--- config.mk ---
export PLATFORM = sky130hd
export DESIGN_NAME = imem_loader
export DESIGN_NICKNAME = d
export VERILOG_FILES = /design/src/rtl/imem_loader.sv
export SDC_FILE = /design/constraint.sdc
export NUM_CORES = 1
export LEC_CHECK = 0
export BUFFER_PORTS_ARGS = -buffer_cell sky130_fd_sc_hd__buf_4
export CORE_ASPECT_RATIO = 1.1
export CORE_MARGIN = 2
export CORE_UTILIZATION = 55
export DETAILED_ROUTE_END_ITERATION = 6
export PLACE_DENSITY = 0.8
export RECOVER_POWER = 50
export SLEW_MARGIN = 20
export SYNTH_ARGS = -nofsm -noshare
export SYNTH_HDL_FRONTEND = slang
export SYNTH_SLANG_ARGS = --single-unit
--- constraint.sdc ---
create_clock -name clk -period 2.7 [get_ports clk]
set_clock_uncertainty 0.2 [all_clocks]
set_input_delay 0 -clock clk [delete_from_list [all_inputs] [get_ports clk]]
set_output_delay 0 -clock clk [all_outputs]
set_load 0.05 [all_outputs]
--- src/rtl/imem_loader.sv ---
// Instruction-memory writer: takes a length-prefixed, checksummed byte stream and
// writes it as big-endian 32-bit words to consecutive word addresses from 0.
module imem_loader #(
  parameter int DEPTH = 128,
  parameter int CNT_W = 8
) (
  input  logic             clk,
  input  logic             rst_n,
  input  logic             start,
  input  logic             byte_valid,
  input  logic [7:0]       byte_data,
  output logic             byte_ready,
  output logic             wr_en,
  output logic [31:0]      wr_addr,
  output logic [31:0]      wr_data,
  output logic             busy,
  output logic             done,
  output logic             error,
  output logic [CNT_W-1:0] word_count
);

  localparam logic [2:0] S_IDLE = 3'd0;
  localparam logic [2:0] S_LEN  = 3'd1;
  localparam logic [2:0] S_DATA = 3'd2;
  localparam logic [2:0] S_CSUM = 3'd3;
  localparam logic [2:0] S_DONE = 3'd4;
  localparam logic [2:0] S_ERR  = 3'd5;

  localparam logic [CNT_W-1:0] DEPTH_C = CNT_W'(DEPTH);

  logic [2:0]       state;
  logic [CNT_W-1:0] len;
  logic [1:0]       byte_idx;
  logic [7:0]       xor_acc;
  logic [23:0]      shreg;
  logic [CNT_W-1:0] len_in;
  logic [CNT_W-1:0] count_inc;
  logic             accept;

  assign byte_ready = (state == S_LEN) || (state == S_DATA) || (state == S_CSUM);
  assign accept     = byte_valid & byte_ready;
  assign busy       = (state != S_IDLE);
  assign len_in     = CNT_W'(byte_data);
  assign count_inc  = word_count + CNT_W'(1);

  always_ff @(posedge clk or negedge rst_n) begin
    if (!rst_n) begin
      state      <= S_IDLE;
      len        <= '0;
      byte_idx   <= '0;
      xor_acc    <= '0;
      shreg      <= '0;
      wr_en      <= 1'b0;
      wr_addr    <= '0;
      wr_data    <= '0;
      done       <= 1'b0;
      error      <= 1'b0;
      word_count <= '0;
    end else begin
      wr_en <= 1'b0;
      case (state)
        S_IDLE: begin
          if (start) begin
            state      <= S_LEN;
            done       <= 1'b0;
            error      <= 1'b0;
            word_count <= '0;
            byte_idx   <= '0;
            xor_acc    <= '0;
            len        <= '0;
          end
        end
        S_LEN: begin
          if (accept) begin
            if ((len_in == '0) || (len_in > DEPTH_C)) begin
              state <= S_ERR;
              error <= 1'b1;
            end else begin
              len   <= len_in;
              state <= S_DATA;
            end
          end
        end
        S_DATA: begin
          if (accept) begin
            xor_acc  <= xor_acc ^ byte_data;
            byte_idx <= byte_idx + 2'd1;
            if (byte_idx == 2'd3) begin
              // word_count doubles as the write address of the word being completed
              wr_en      <= 1'b1;
              wr_addr    <= 32'(word_count);
              wr_data    <= {shreg, byte_data};
              word_count <= count_inc;
              if (count_inc == len) state <= S_CSUM;
            end else begin
              shreg <= {shreg[15:0], byte_data};
            end
          end
        end
        S_CSUM: begin
          if (accept) begin
            if (byte_data == xor_acc) begin
              state <= S_DONE;
              done  <= 1'b1;
            end else begin
              state <= S_ERR;
              error <= 1'b1;
            end
          end
        end
        S_DONE, S_ERR: state <= S_IDLE;
        default:       state <= S_IDLE;
      endcase
    end
  end

endmodule

# == Yosys cells after proc, flatten, opt, wreduce, memory -nomap -nowiden ==
# Cells that the tools add are included.
# op_classes
reduce_logical,18
n_lt_le_gt_ge,1
bitwise_logic,3
n_addsub,2
n_eq_ne,16
n_mux,33
# ops
op,n
2-to-1 mux 8 bit,6
one-hot mux 8 bit (2 select lines),3
2-to-1 mux 3 bit,7
equality test 8 bit,2
"!= test 2 bit, second input constant",6
one-hot mux 3 bit (4 select lines),1
AND reduction 4 bit,3
AND reduction 6 bit,2
2-to-1 mux 1 bit,11
AND reduction 3 bit,3
"adder 8 x 1 -> 8 bit, second input constant",1
"greater-than comparator 8 bit, second input constant",1
zero test 8 bit,1
"!= test 2 x 1 -> 1 bit, second input constant",4
bitwise XOR 8 bit,1
"equality test 3 x 2 -> 1 bit, second input constant",2
nonzero test 2 bit,3
nonzero test 3 bit,2
2-to-1 mux 2 bit,2
one-hot mux 2 bit (2 select lines),1
"equality test 3 x 1 -> 1 bit, second input constant",1
zero test 3 bit,1
logical OR 1 bit,3
one-hot mux 1 bit (3 select lines),1
other kinds (5),5
# totals
ff_bits,96

# == Longest topological paths before layout ==
# Gate-level depths: netlist (run 1).
# depth
depth_word,6
ltp_mapped,7
depth_no_buf,6

# == Worst setup path before layout (run 1) ==
# OpenSTA, ideal clock, no wires.
# synth_timing
kind,reg-to-reg
from,reg word_count[2]
to,reg state[0]
setup_time_ns,0.100
required_ns,2.400
stages_incl_launch_ff,7
path_buffers,1
setup_slack_ns,0.454
arrival_ns,1.945
path_cell_list,dfrtp_1 -> clkbuf_1 -> nand3_1 -> or4b_1 -> o2111ai_1 -> a21oi_1 -> nor4bb_1
# synth_via
elab_chain_len,4
# synth_rtl
element,line,source
from (decl),19,output logic [CNT_W-1:0] word_count
from (signal assigned),93,word_count <= count_inc;
adder 8 x 1 -> 8 bit,44,assign count_inc = word_count + CNT_W'(1);
equality test 8 bit,94,if (count_inc == len) state <= S_CSUM;
!= test 2 x 1 -> 1 bit (no line),-,
AND reduction 6 bit (no line),-,
to (signal assigned),48,state <= S_IDLE;
to (signal assigned),94,
to (signal assigned),103,state <= S_DONE;
to (decl),31,logic [2:0] state;
# No other way between the ends.
# A chain may end at the register's enable or synchronous reset.

# == Worst setup path in the final report (run 1) ==
# layout_timing
from,in byte_data[3]
to,reg len[5]
# layout_via
elab_chain_len,4
elab_cells_between_ends,5
cone_classes,order compare: 1; eq/ne: 1; reduce/logical: 3
# layout_rtl
element,line,source
from (decl),11,"input logic [7:0] byte_data,"
greater-than comparator 8 bit / zero test 8 bit (equally long branches),75,if ((len_in == '0) || (len_in > DEPTH_C)) begin
logical OR 1 bit *,75,
!= test 2 bit (no line) *,-,
AND reduction 4 bit (no line) *,-,
to (signal assigned),79,len <= len_in;
to (decl),32,logic [CNT_W-1:0] len;
# Every way passes the cells marked *; elsewhere a longest branch is shown, timed or not.

==> impl_metrics.env, run 1 <==
export IMPL_cts_root_buffer="clkbuf_8"
export IMPL_synth_edf_count=0
export IMPL_power_leakage_nw=2.51
export IMPL_synthArstFlopShare=1.00
export IMPL_period_needed_ns=2.65
export IMPL_netlist_top_cells_count="nand2_1, dfrtp_1, buf_4, mux2_2, o21ai_0"
export IMPL_hold_path_class="input port to flop"
export IMPL_start_util=0.567
export IMPL_cts_buffers=9
export IMPL_hp_start="start"
export IMPL_p_sw_frac=0.369
export IMPL_p_switching_w=0.00155
export IMPL_yosys_warnings=0
export IMPL_grt_pass1_vias=3158
export IMPL_synth_most_common_cell="nand2_1"
export IMPL_ios=89
export IMPL_ctsResizeCount=0
export IMPL_die_area_um2=8940
export IMPL_place_gp_congestion=0.898
export IMPL_total_power_w=0.00420
export IMPL_fin_nets=539
export IMPL_syn_avg_cell_area_um2=9.97
export IMPL_clk_pin_slew_ns=0.09
export IMPL_syn_area_um2=4510
export IMPL_fin_tns_setup_ns=0
export IMPL_required_ns=2.74
export IMPL_htreeDepth=3
export IMPL_place_ws_ns=0.233
export IMPL_ant_nets=0
export IMPL_finalHoldViolCount=0
export IMPL_max_slew_margin=0.128
export IMPL_n_fill_cell=699
export IMPL_combPwrFrac=0.309
export IMPL_crit_fanout=8
export IMPL_maxCapViolCount=0
export IMPL_hold_depth=3
export IMPL_antenna_found_initial=0
export IMPL_worstMarginPinSlew_ns=1.31
export IMPL_fp_row_count=34
export IMPL_hold_end="done$_DFFE_PN0P_"
export IMPL_cts_tree="built"
export IMPL_fin_crit_sh=0.982
export IMPL_chipWidth_um=90.3
export IMPL_drc=0
export IMPL_peakVddDrop_uv=394
export IMPL_path_class="input port to flop"
export IMPL_utilization=0.644
export IMPL_worstRegToRegCells=3
export IMPL_setup_violations=0
export IMPL_drt_total_wl_um=9250
export IMPL_dr_pass1_iters=4
export IMPL_cp_start_kind="input port"
export IMPL_holdBufCountCts=11
export IMPL_num_vias=3367
export IMPL_status="completed"
export IMPL_layout_drive_gt1_share=0.158
export IMPL_post_dp_hpwl_um=6220
export IMPL_p_clk_frac=0.205
export IMPL_r2r_start="state[0]$_DFFE_PN0P_"
export IMPL_drtIter0Drc=246
export IMPL_synth_area_leaders="dfrtp_1, nand2_1, mux2_2"
export IMPL_yosysTopAreaCell="dfrtp_1"
export IMPL_cts_sinks=96
export IMPL_synth_seq_cells=96
export IMPL_powerDensity_nw_per_um2=820
export IMPL_synth_yosys_seq_area_share=0.533
export IMPL_clk_latency_ns=0.35
export IMPL_fmax_mhz=377
export IMPL_ys_flop_type="dfrtp_1"
export IMPL_avgViaCountPerCell=5.28
export IMPL_netlist_area_leader_share=0.533
export IMPL_intPower_w=0.00265
export IMPL_finalMaxSlewViolations=0
export IMPL_arrival_ns=2.69
export IMPL_area_growth_pct=13.7
export IMPL_grt_pass1_wl_um=15300
export IMPL_post_cts_buffers=0
export IMPL_critPathMaxStageDelay_ns=0.73
export IMPL_rsz0062_at_grt="no"
export IMPL_rrSetupSlack_ns=0.42
export IMPL_port_buffer_count=64
export IMPL_yosysUniqueCellTypes=45
export IMPL_overflow=0
export IMPL_grt_max_degree=52
export IMPL_diodes=0
export IMPL_worstReg2RegEnd="len[5]$_DFFE_PN0P_"
export IMPL_grtUsageTotal=0.214
export IMPL_seqPwrFrac=0.486
export IMPL_clk_path_buf_depth=2
export IMPL_path_cells="dlygate4sd3_1 -> buf_4 -> or4_4 -> nor4_4 -> xor2_2 -> o41ai_4 -> mux2_4"
export IMPL_die_height_um=99.0
export IMPL_critPathSlowestCell="o41ai_4"
export IMPL_core_area_um2=7960
export IMPL_cp_end_kind="flop"
export IMPL_hold_ws_ns=0.205
export IMPL_postSynthCellCount=452
export IMPL_setup_ws_ns=0.0496
export IMPL_routedWlPerCell_um=14.5
==> power by group through the flow <==
stage	Sequential (W)	Combinational, W	Clock (W)
2_1_floorplan	0.00207	0.000974	0
3_3_place_gp	0.00204	0.00128	0
3_5_place_dp	0.00206	0.00132	0
4_1_cts	0.00204	0.00134	0.000882
5_1_grt	0.00209	0.00141	0.000936
6_report	0.00204	0.00130	0.000864
==> critical path, delay by kind of cell <==
family,cells,cell delay (ns)
xor+xnor,1,0.13
mux,1,0.36
simple gates,2,0.77
buf+inv,2,0.71
compound gates,1,0.73
==> flip-flops by register name, indices dropped and copies added (netlist names) <==
| register | count |
|---|---|
| xor_acc | 8 |
| word_count | 8 |
| wr_en | 1 |
| error | 1 |
| len | 8 |
| state | 3 |
| done | 1 |
| byte_idx | 2 |
| shreg | 24 |
| wr_addr | 8 |
| wr_data | 32 |
==> area by class of cell <==
| class | instances | area (um2) | share of cell area |
|---|---|---|---|
| Sequential cell | 96 | 2400 | 0.469 |
| Multi-Input combinational cell | 330 | 1910 | 0.372 |
| Timing Repair Buffer | 84 | 485 | 0.0947 |
| Tap cell | 108 | 135 | 0.0264 |
| Clock buffer | 10 | 128 | 0.0249 |
| Clock inverter | 6 | 51.3 | 0.0100 |
| Inverter | 4 | 15.0 | 0.00293 |
==> layer usage <==
metal	vias up	part of all wire	routed length, um	global-route usage
met1	1650	0.45	4150	0.295
met5	-	0	0	0
li1	1602	-	-	-
met2	105	0.50	4640	0.346
met4	0	0.014	126	0.0935
met3	10	0.035	327	0.0260
==> cells by family (layout without fill, tap and decap cells) <==
kind of cell / after synthesis / count (layout) / share of synthesized area
AO/OA/AOI/OAI: 47 / 47 / 0.0666
flip-flops: 96 / 96 / 0.533
adder cells (fa/ha/maj): 2 / 2 / 0.00555
other: 1 / 24 / 0.000832
multiplexers: 37 / 37 / 0.0983
buffers and inverters: 49 / 104 / 0.0636
AND/OR/NAND/NOR: 203 / 203 / 0.198
XOR/XNOR: 17 / 17 / 0.0347
==> worst max-delay path by stage <==
stage,startpoint,slack (ns),endpoint,cells after the start
3_3_place_gp,byte_data[3],0.30,len[7]$_DFFE_PN0P_,6
2_1_floorplan,word_count[2]$_DFFE_PN0P_,0.45,state[0]$_DFFE_PN0P_,6
3_5_place_dp,byte_data[3],0.23,len[5]$_DFFE_PN0P_,6
5_1_grt,byte_data[3],0.0008,len[5]$_DFFE_PN0P_,7
6_report,byte_data[3],0.05,len[5]$_DFFE_PN0P_,7
4_1_cts,byte_data[3],0.06,len[5]$_DFFE_PN0P_,7
==> metrics by stage <==
stage | instances | cell area [um2]
5_1_grt | 638 | 5120
4_1_cts | 638 | 5310
6_report | 638 | 5120
3_5_place_dp | 611 | 5020
2_1_floorplan | 475 | 4590
3_3_place_gp | 611 | 5020
==> cells in the final DEF (no fill, tap or decap), types with 11 or more instances in the layout <==
cell,count
nand2_1,148
dfrtp_1,96
clkbuf_1,49
mux2_2,26
o21ai_0,25
conb_1,24
buf_4,22
nor2_1,17
xnor2_1,12
dlygate4sd3_1,11
Note: power is estimated with default switching activity, not from simulation.
==> run 2, diff against run 1 <==
--- a/config.mk
+++ b/config.mk
@@ -12,6 +12,7 @@
 export DETAILED_ROUTE_END_ITERATION = 6
 export PLACE_DENSITY = 0.8
 export RECOVER_POWER = 50
+export REMOVE_ABC_BUFFERS = 1
 export SLEW_MARGIN = 20
 export SYNTH_ARGS = -nofsm -noshare
 export SYNTH_HDL_FRONTEND = slang
==> run 2 against run 1 <==
  * Clock-buffer cell count decreased by 1
  * Final cell count increased by 0.16%
  * Critical path depth unchanged
==> impl_metrics.env, run 2 (synthesized netlist as in run 1, its figures left out) <==
export IMPL_status="completed"
export IMPL_die_area_um2=8940
export IMPL_n_fill_cell=714
export IMPL_drc=0
export IMPL_rsz0062_at_grt="no"
export IMPL_clk_path_buf_depth=2
export IMPL_fp_row_count=34
export IMPL_rrSetupSlack_ns=0.36
export IMPL_regArea_um2=2400
export IMPL_cts_sinks=96
export IMPL_num_vias=3294
export IMPL_multiInputGateArea_um2=1910
export IMPL_clk_latency_ns=0.36
export IMPL_largest_register="wr_data"
export IMPL_routedWlPerCell_um=14.2
export IMPL_worstReg2RegEnd="len[0]$_DFFE_PN0P_"
export IMPL_fmax_mhz=388
export IMPL_worstMarginPinSlew_ns=1.36
export IMPL_die_height_um=99.0
export IMPL_drtIter0Drc=207
export IMPL_total_power_w=0.00423
export IMPL_setup_violations=0
export IMPL_hold_end="done$_DFFE_PN0P_"
export IMPL_core_area_um2=7960
export IMPL_final_area_um2=5150
export IMPL_clk_pin_slew_ns=0.09
export IMPL_cts_buffers=9
export IMPL_antenna_found_initial=0
export IMPL_final_cell_mix="nand2_1, dfrtp_1, clkbuf_1"
export IMPL_cp_end_kind="flop"
export IMPL_cts_tree="built"
export IMPL_power_leakage_nw=2.54
export IMPL_fin_crit_sh=0.954
export IMPL_area_growth_pct=14.2
export IMPL_layout_commonest_cell="nand2_1"
export IMPL_diodes=0
export IMPL_ant_nets=0
export IMPL_placed_area_um2=5020
export IMPL_ctsResizeCount=0
export IMPL_startpoint="byte_data[3]"
export IMPL_r2r_start="state[0]$_DFFE_PN0P_"
export IMPL_hp_start="start"
export IMPL_port_buffer_count=64
export IMPL_powerDensity_nw_per_um2=821
export IMPL_hold_path_class="input port to flop"
export IMPL_arrival_ns=2.62
export IMPL_layout_drive_gt1_share=0.169
export IMPL_path_class="input port to flop"
export IMPL_avgViaCountPerCell=5.15
export IMPL_overflow=0
export IMPL_cts_root_buffer="clkbuf_8"
export IMPL_peakVddDrop_uv=456
export IMPL_start_util=0.567
export IMPL_max_slew_margin=0.0918
export IMPL_cp_start_kind="input port"
export IMPL_period_needed_ns=2.58
export IMPL_drt_total_wl_um=9090
export IMPL_chipWidth_um=90.3
export IMPL_hold_depth=3
export IMPL_finalHoldViolCount=0
export IMPL_required_ns=2.74
export IMPL_htreeDepth=3
export IMPL_grt_max_degree=58
export IMPL_dr_pass1_iters=4
export IMPL_crit_fanout=8
export IMPL_worstRegToRegCells=3
export IMPL_fin_tns_setup_ns=0
export IMPL_grt_pass1_vias=3318
export IMPL_post_cts_buffers=0
export IMPL_place_gp_congestion=0.819
export IMPL_ios=89
export IMPL_post_dp_hpwl_um=6170
export IMPL_largestRegisters="wr_data: 32 flops, shreg: 24 flops"
export IMPL_largest_reg_flops=32
export IMPL_fin_nets=540
export IMPL_maxCapViolCount=0
export IMPL_grtUsageTotal=0.215
export IMPL_finalMaxSlewViolations=0
export IMPL_grt_pass1_wl_um=15600
run 2: through the flow:
| stage | hold slack, ns | utilization | setup WS, ns | instances |
|---|---|---|---|---|
| 2_1_floorplan | -0.496 | - | -0.941 | 430 |
| 3_3_place_gp | -0.193 | 0.631 | 0.295 | 610 |
| 3_5_place_dp | -0.181 | 0.631 | 0.239 | 610 |
| 4_1_cts | 0.201 | 0.671 | 0.0520 | 639 |
| 5_1_grt | 0.228 | 0.647 | 0.0330 | 639 |
| 6_report | 0.210 | 0.647 | 0.123 | 639 |
run 2: repair_timing:
action,in CTS,in global routing
endpoints found under the hold margin,133,0
endpoints found under the setup margin,0,8
hold buffers,13,0
run 2: worst max path at each step:
stage / end / slack, ns
final: len[0]$_DFFE_PN0P_ / 0.12
after global routing: len[1]$_DFFE_PN0P_ / 0.03
after CTS: len[0]$_DFFE_PN0P_ / 0.05
after detailed placement: len[2]$_DFFE_PN0P_ / 0.24
after global placement: len[5]$_DFFE_PN0P_ / 0.29
after floorplan: word_count[6]$_DFFE_PN0P_ / -0.94
run 2: worst max-delay path, stage by stage:
cell,delay (ns)
dlygate4sd3_1,0.54
buf_4,0.17
or4_4,0.55
nor4_4,0.23
xor2_2,0.13
o41ai_4,0.65
mux2_4,0.35
run 2: area by class of cell:
type	count	share of cell area
clock buffers	9	0.0241
clock inverters	7	0.0119
inverters	4	0.00292
multi-input cells	330	0.371
flip-flops and latches	96	0.467
well taps	108	0.0263
repair buffers	85	0.0968
run 2: where the power goes:
group | switching [W] | internal [W] | total, W
combinational | 0.000741 | 0.000564 | 0.00130
sequential | 0.000287 | 0.00174 | 0.00203
clock | 0.000535 | 0.000356 | 0.000891
run 2: metal layers:
| layer | part of all wire | vias up | track usage |
|---|---|---|---|
| li1 | - | 1592 | - |
| met1 | 0.44 | 1608 | 0.269 |
| met2 | 0.51 | 86 | 0.386 |
| met3 | 0.035 | 8 | 0.0321 |
| met4 | 0.012 | 0 | 0.0663 |
| met5 | 0 | - | 0 |
